--- config.mk ---
export PLATFORM = sky130hd
export DESIGN_NAME = accum_stage
export DESIGN_NICKNAME = d
export VERILOG_FILES = /design/src/rtl/accum_pkg.sv /design/src/rtl/sat_add_step.sv /design/src/rtl/accum_stage.sv
export SDC_FILE = /design/constraint.sdc
export NUM_CORES = 1
export LEC_CHECK = 0
export BUFFER_PORTS_ARGS = -buffer_cell sky130_fd_sc_hd__buf_2
export CORE_ASPECT_RATIO = 0.9
export CORE_MARGIN = 8
export CORE_UTILIZATION = 55
export DETAILED_ROUTE_END_ITERATION = 10
export PLACE_DENSITY = 0.79
export SLEW_MARGIN = 20
export SYNTH_ARGS = -nofsm -noshare
export SYNTH_HDL_FRONTEND = slang
export SYNTH_SLANG_ARGS = --single-unit
--- constraint.sdc ---
create_clock -name i_clk -period 3.69 [get_ports i_clk]
set_clock_uncertainty 0.15 [all_clocks]
set_input_delay 0.1845 -clock i_clk [delete_from_list [all_inputs] [get_ports i_clk]]
set_output_delay 0.1845 -clock i_clk [all_outputs]
set_load 0.005 [all_outputs]
--- src/rtl/accum_pkg.sv ---
// accum_pkg: shared definitions for the accumulation stage.
//   accum_state_e : group state (IDLE = no term accumulated, ACCUM = mid-group)
//   acc_max/acc_min : most positive / most negative value of an acc_w-bit signed word
//   cnt_width     : width of the term counter, $clog2(len) with a floor of 1
package accum_pkg;

  typedef enum logic [0:0] {
    IDLE  = 1'b0,
    ACCUM = 1'b1
  } accum_state_e;

  // Returned as 64-bit values; callers slice down to their accumulator width.
  function automatic logic signed [63:0] acc_max(input int acc_w);
    return (64'sd1 <<< (acc_w - 1)) - 64'sd1;
  endfunction

  function automatic logic signed [63:0] acc_min(input int acc_w);
    return -(64'sd1 <<< (acc_w - 1));
  endfunction

  function automatic int cnt_width(input int len);
    return (len > 1) ? $clog2(len) : 1;
  endfunction

endpackage

--- src/rtl/sat_add_step.sv ---
// sat_add_step: one combinational accumulation step.
//   acc           in  ACC_W  signed running sum
//   term          in  IN_W   signed term, sign-extended to ACC_W internally
//   sum           out ACC_W  acc + term (wrapped, or clamped when ACCUM_SAT_EN)
//   step_overflow out 1      operands share a sign and the raw sum's sign differs
// Build option: define ACCUM_SAT_EN to clamp to MAX/MIN on overflow.
module sat_add_step
  import accum_pkg::*;
#(
  parameter int IN_W  = 9,
  parameter int ACC_W = 16
) (
  input  logic signed [ACC_W-1:0] acc,
  input  logic signed [IN_W-1:0]  term,
  output logic signed [ACC_W-1:0] sum,
  output logic                    step_overflow
);

  logic signed [ACC_W-1:0] term_ext;
  logic signed [ACC_W-1:0] raw_sum;

  // Size cast of a signed operand sign-extends.
  assign term_ext = ACC_W'(term);
  assign raw_sum  = acc + term_ext;

  assign step_overflow = (acc[ACC_W-1] == term_ext[ACC_W-1]) &&
                         (raw_sum[ACC_W-1] != acc[ACC_W-1]);

`ifdef ACCUM_SAT_EN
  localparam logic signed [63:0] MAX_64 = acc_max(ACC_W);
  localparam logic signed [63:0] MIN_64 = acc_min(ACC_W);
  localparam logic signed [ACC_W-1:0] MAX_V = MAX_64[ACC_W-1:0];
  localparam logic signed [ACC_W-1:0] MIN_V = MIN_64[ACC_W-1:0];

  // On overflow both operands share a sign, so acc's sign picks the rail.
  always_comb begin
    sum = raw_sum;
    if (step_overflow) begin
      sum = acc[ACC_W-1] ? MIN_V : MAX_V;
    end
  end
`else
  always_comb begin
    sum = raw_sum;
  end
`endif

endmodule

--- src/rtl/accum_stage.sv ---
// accum_stage: accumulates LEN consecutive signed terms into one ACC_W-bit
// result with valid/ready handshakes on both sides and a held output register.
//   i_clk, i_reset   clock, synchronous active-high reset
//   i_clear          abort the group in progress (output register untouched)
//   in_valid/in_ready/in_data    term input (IN_W signed)
//   out_valid/out_ready/out_data result output (ACC_W signed)
//   out_ovf          signed overflow seen on any step of the result's group
// Build option: ACCUM_SAT_EN selects clamping instead of wrapping per step.
module accum_stage
  import accum_pkg::*;
#(
  parameter int IN_W  = 9,
  parameter int ACC_W = 16,
  parameter int LEN   = 4
) (
  input  logic                    i_clk,
  input  logic                    i_reset,
  input  logic                    i_clear,
  input  logic                    in_valid,
  output logic                    in_ready,
  input  logic signed [IN_W-1:0]  in_data,
  output logic                    out_valid,
  input  logic                    out_ready,
  output logic signed [ACC_W-1:0] out_data,
  output logic                    out_ovf
);

  localparam int CNT_W = cnt_width(LEN);
  localparam logic [CNT_W-1:0] CNT_LAST = CNT_W'(LEN - 1);

  logic [CNT_W-1:0]        cnt_reg;
  logic signed [ACC_W-1:0] acc_reg;
  logic                    ovf_reg;
  logic                    out_valid_reg;
  logic signed [ACC_W-1:0] out_data_reg;
  logic                    out_ovf_reg;

  accum_state_e            state;
  logic signed [ACC_W-1:0] acc_base;
  logic                    ovf_base;
  logic signed [ACC_W-1:0] acc_next;
  logic                    step_overflow;
  logic                    ovf_next;
  logic                    is_final;
  logic                    in_fire;
  logic                    out_fire;

  assign state    = (cnt_reg == '0) ? IDLE : ACCUM;
  // A fresh group always starts from zero, independent of leftover register state.
  assign acc_base = (state == IDLE) ? '0 : acc_reg;
  assign ovf_base = (state == IDLE) ? 1'b0 : ovf_reg;
  assign is_final = (cnt_reg == CNT_LAST);

  // Only the final term waits for the output register; earlier terms keep flowing.
  assign in_ready = !i_reset && !i_clear &&
                    !(is_final && out_valid_reg && !out_ready);
  assign in_fire  = in_valid && in_ready;
  assign out_fire = out_valid_reg && out_ready;

  sat_add_step #(
    .IN_W  (IN_W),
    .ACC_W (ACC_W)
  ) u_step (
    .acc           (acc_base),
    .term          (in_data),
    .sum           (acc_next),
    .step_overflow (step_overflow)
  );

  assign ovf_next = ovf_base | step_overflow;

  always_ff @(posedge i_clk) begin
    if (i_reset) begin
      cnt_reg       <= '0;
      acc_reg       <= '0;
      ovf_reg       <= 1'b0;
      out_valid_reg <= 1'b0;
      out_data_reg  <= '0;
      out_ovf_reg   <= 1'b0;
    end else begin
      if (out_fire) begin
        out_valid_reg <= 1'b0;
      end
      if (i_clear) begin
        cnt_reg <= '0;
        acc_reg <= '0;
        ovf_reg <= 1'b0;
      end else if (in_fire) begin
        if (is_final) begin
          // Overrides the out_fire clear when a new result lands the same cycle.
          out_valid_reg <= 1'b1;
          out_data_reg  <= acc_next;
          out_ovf_reg   <= ovf_next;
          cnt_reg       <= '0;
          acc_reg       <= '0;
          ovf_reg       <= 1'b0;
        end else begin
          cnt_reg <= cnt_reg + CNT_W'(1);
          acc_reg <= acc_next;
          ovf_reg <= ovf_next;
        end
      end
    end
  end

  assign out_valid = out_valid_reg;
  assign out_data  = out_data_reg;
  assign out_ovf   = out_ovf_reg;

endmodule

==> impl_metrics.ini <==
[outcome]
status = finished, final reports clean

[pwr]
max-vdd-ir-drop_mv = 0.216
swShare_pct = 24.1
internal_power_mw = 0.580
power.density_nw_per_um2 = 318
clockPowerShare_pct = 37.7
finalPower_mw = 0.763
leakagePower_nw = 1.00
comb_power_share_pct = 9.1
switching_power_mw = 0.184
sequentialPowerShare_pct = 53.3

[cells_and_area]
final_core_util_pct = 64.4
final_cell_mix = dfxtp_1, buf_2, nand2_1
nFillCells = 345
seq_area_um2 = 741
drive_gt1_share_pct = 18.1
antenna_cells = 0
syn_to_final_growth_pct = 11.4
instances_no_fill = 327
stdcell_area_um2 = 2400
multi_input_area_um2 = 1330
final_common_cell = dfxtp_1
nNetsFinal = 313

[cts]
cts_tree = done
root_buffer = clkbuf_8
htree_levels = 2
post_cts_buffers = 0
clock_sinks = 37
clk_latency_ns = 0.30
cts_buffer_depth = 2
postCtsHoldBufs = 0
clk_pin_slew_ns = 0.07
cts_resized = 0
cts_buffers = 5

[floorplanning]
die_w_um = 82.0
ios = 33
dieArea_um2 = 6180
start_util_pct = 57.7
rows = 21
fp.dieH_um = 75.4
core_um2 = 3730

[setup_path]
cp-end-kind = flop
worstPathRequired_ns = 3.74
cp.arrival_ns = 3.23
cp_max_fo = 18
cpMaxStageDelayCell = ha_1
crit_type = reg2reg
cp-start-kind = flop
path_buf_inv = 1
crit_family = adder cells
critPathMostFrequentCell = ha_1
worst_path_largest_cell_delay_ns = 0.59
crit_chain = inv_1, ha_1, nor2b_1, ha_1, fa_1, a21oi_2, o21ai_1, and3b_1, o211a_1, o21a_1, o31ai_1
r2r_slack_ns = 0.51

[grt]
grt_pass1_wl_um = 8040
grt_max_degree = 22
grt_usage_pct = 16.6
antenna_found_initial = 0
grt_pass1_vias = 1754
grt_overflow = 0

[synthesis]
seq_area_frac_synth_pct = 34.4
avgSynthCellArea_um2 = 8.52
ys_ff_latch = 37
yosysWarningCount = 0
synth.area.top_cells = dfxtp_1, ha_1, a21oi_1
synth_top_area_share_pct = 34.4
synth-main-ff-cell = dfxtp_1
syn_area_um2 = 2150
syn-instance-count = 253
synth.distinct_cells = 50
synth_fp_nets = 285
synthArstFlopShare_pct = 0
synth_edf_count = 0
yosys.area.top_type = dfxtp_1

[placed_design]
place_area_um2 = 2310
place_inst = 320
io_buffers = 32
dp_hpwl_um = 3540
gp_congestion = 0.902
place_ws_ns = 0.506

[sta]
relSlewSlack_pct = 40.7
tightest_slew_ns = 0.887
grt_setup_unrepaired = no
finalSetupTns_ns = 0
hold_viol = 0
max_freq_mhz = 314
layout_min_cycle_time_ns = 3.18
setup_viol = 0
final_max_slew_viol_count = 0
finalCritPeriodShare_pct = 86.2
hold_ws_ns = 0.0777
fin_ws_ns = 0.508

[min_path]
hold_path_class = in2reg

[detailed_routing]
drtIter0Drc = 125
firstDrtPassIters = 4
wl_um = 4760
viasPerCell = 5.65
antenna_left = 0
routed-via-count = 1848
drcViolationCount = 0
wl_per_cell_um = 14.6

[job]
cap_violations = 0
cells in the mapped netlist (all sizes together), types with 3 or more instances:
| master | instances |
|---|---|
| buf | 6 |
| a21oi | 28 |
| dfxtp | 37 |
| clkbuf | 5 |
| o31ai | 4 |
| nand3 | 5 |
| nand2 | 28 |
| xnor2 | 10 |
| o21ai | 18 |
| inv | 6 |
| nor2 | 17 |
| and2 | 3 |
| o21a | 3 |
| nand3b | 6 |
| ha | 17 |
| a22oi | 4 |
| a21o | 5 |
| and3 | 3 |
| a22o | 3 |
| nor2b | 16 |
power groups by stage:
stage / clock (mW) / sequential, mW / combinational, mW
after detailed placement: 0 / 0.415 / 0.0687
after global placement: 0 / 0.415 / 0.0672
final: 0.287 / 0.406 / 0.0694
after CTS: 0.291 / 0.406 / 0.0689
after floorplan: 0 / 0.415 / 0.0481
after global routing: 0.305 / 0.407 / 0.0776
routing by layer:
metal | track usage, % | vias up | wire length [um]
li1 | - | 947 | -
met1 | 22.2 | 851 | 2380
met2 | 25.0 | 42 | 2000
met3 | 4.25 | 8 | 306
met4 | 6.42 | 0 | 77
met5 | 0 | - | 0
final timing paths:
check         startpoint          end  cells after the start
min reg2reg  acc_reg[11]  acc_reg[11]                      2
min            out_ready    out_valid                      3
max reg2reg   cnt_reg[0]  acc_reg[12]                     11
max           cnt_reg[0]  acc_reg[12]                     11
final cells by class:
cell class / count / area share, %
multi-input cells: 199 / 55.5
clock buffers: 7 / 3.60
flip-flops and latches: 37 / 30.8
repair buffers: 32 / 6.67
well taps: 46 / 2.40
inverters: 6 / 0.938
logic make-up (layout without fill, tap and decap cells):
group	Yosys count	count (layout)	share of synthesized area [%]
compound gates	77	77	24.0
mux	1	1	0.465
buf+inv	17	45	3.72
flops	37	37	34.4
fa+ha+maj	18	18	10.8
xor+xnor	12	12	4.88
simple gates	91	91	21.7
worst reg2reg max path: stages, from the launching register on:
cell and delay (ns):
dfxtp_1 0.33, inv_1 0.06, ha_1 0.59, nor2b_1 0.11, ha_1 0.24, fa_1 0.42, a21oi_2 0.19, o21ai_1 0.11
and3b_1 0.22, o211a_1 0.25, o21a_1 0.19, o31ai_1 0.25
No activity file was read; power rests on OpenSTA's default activity.
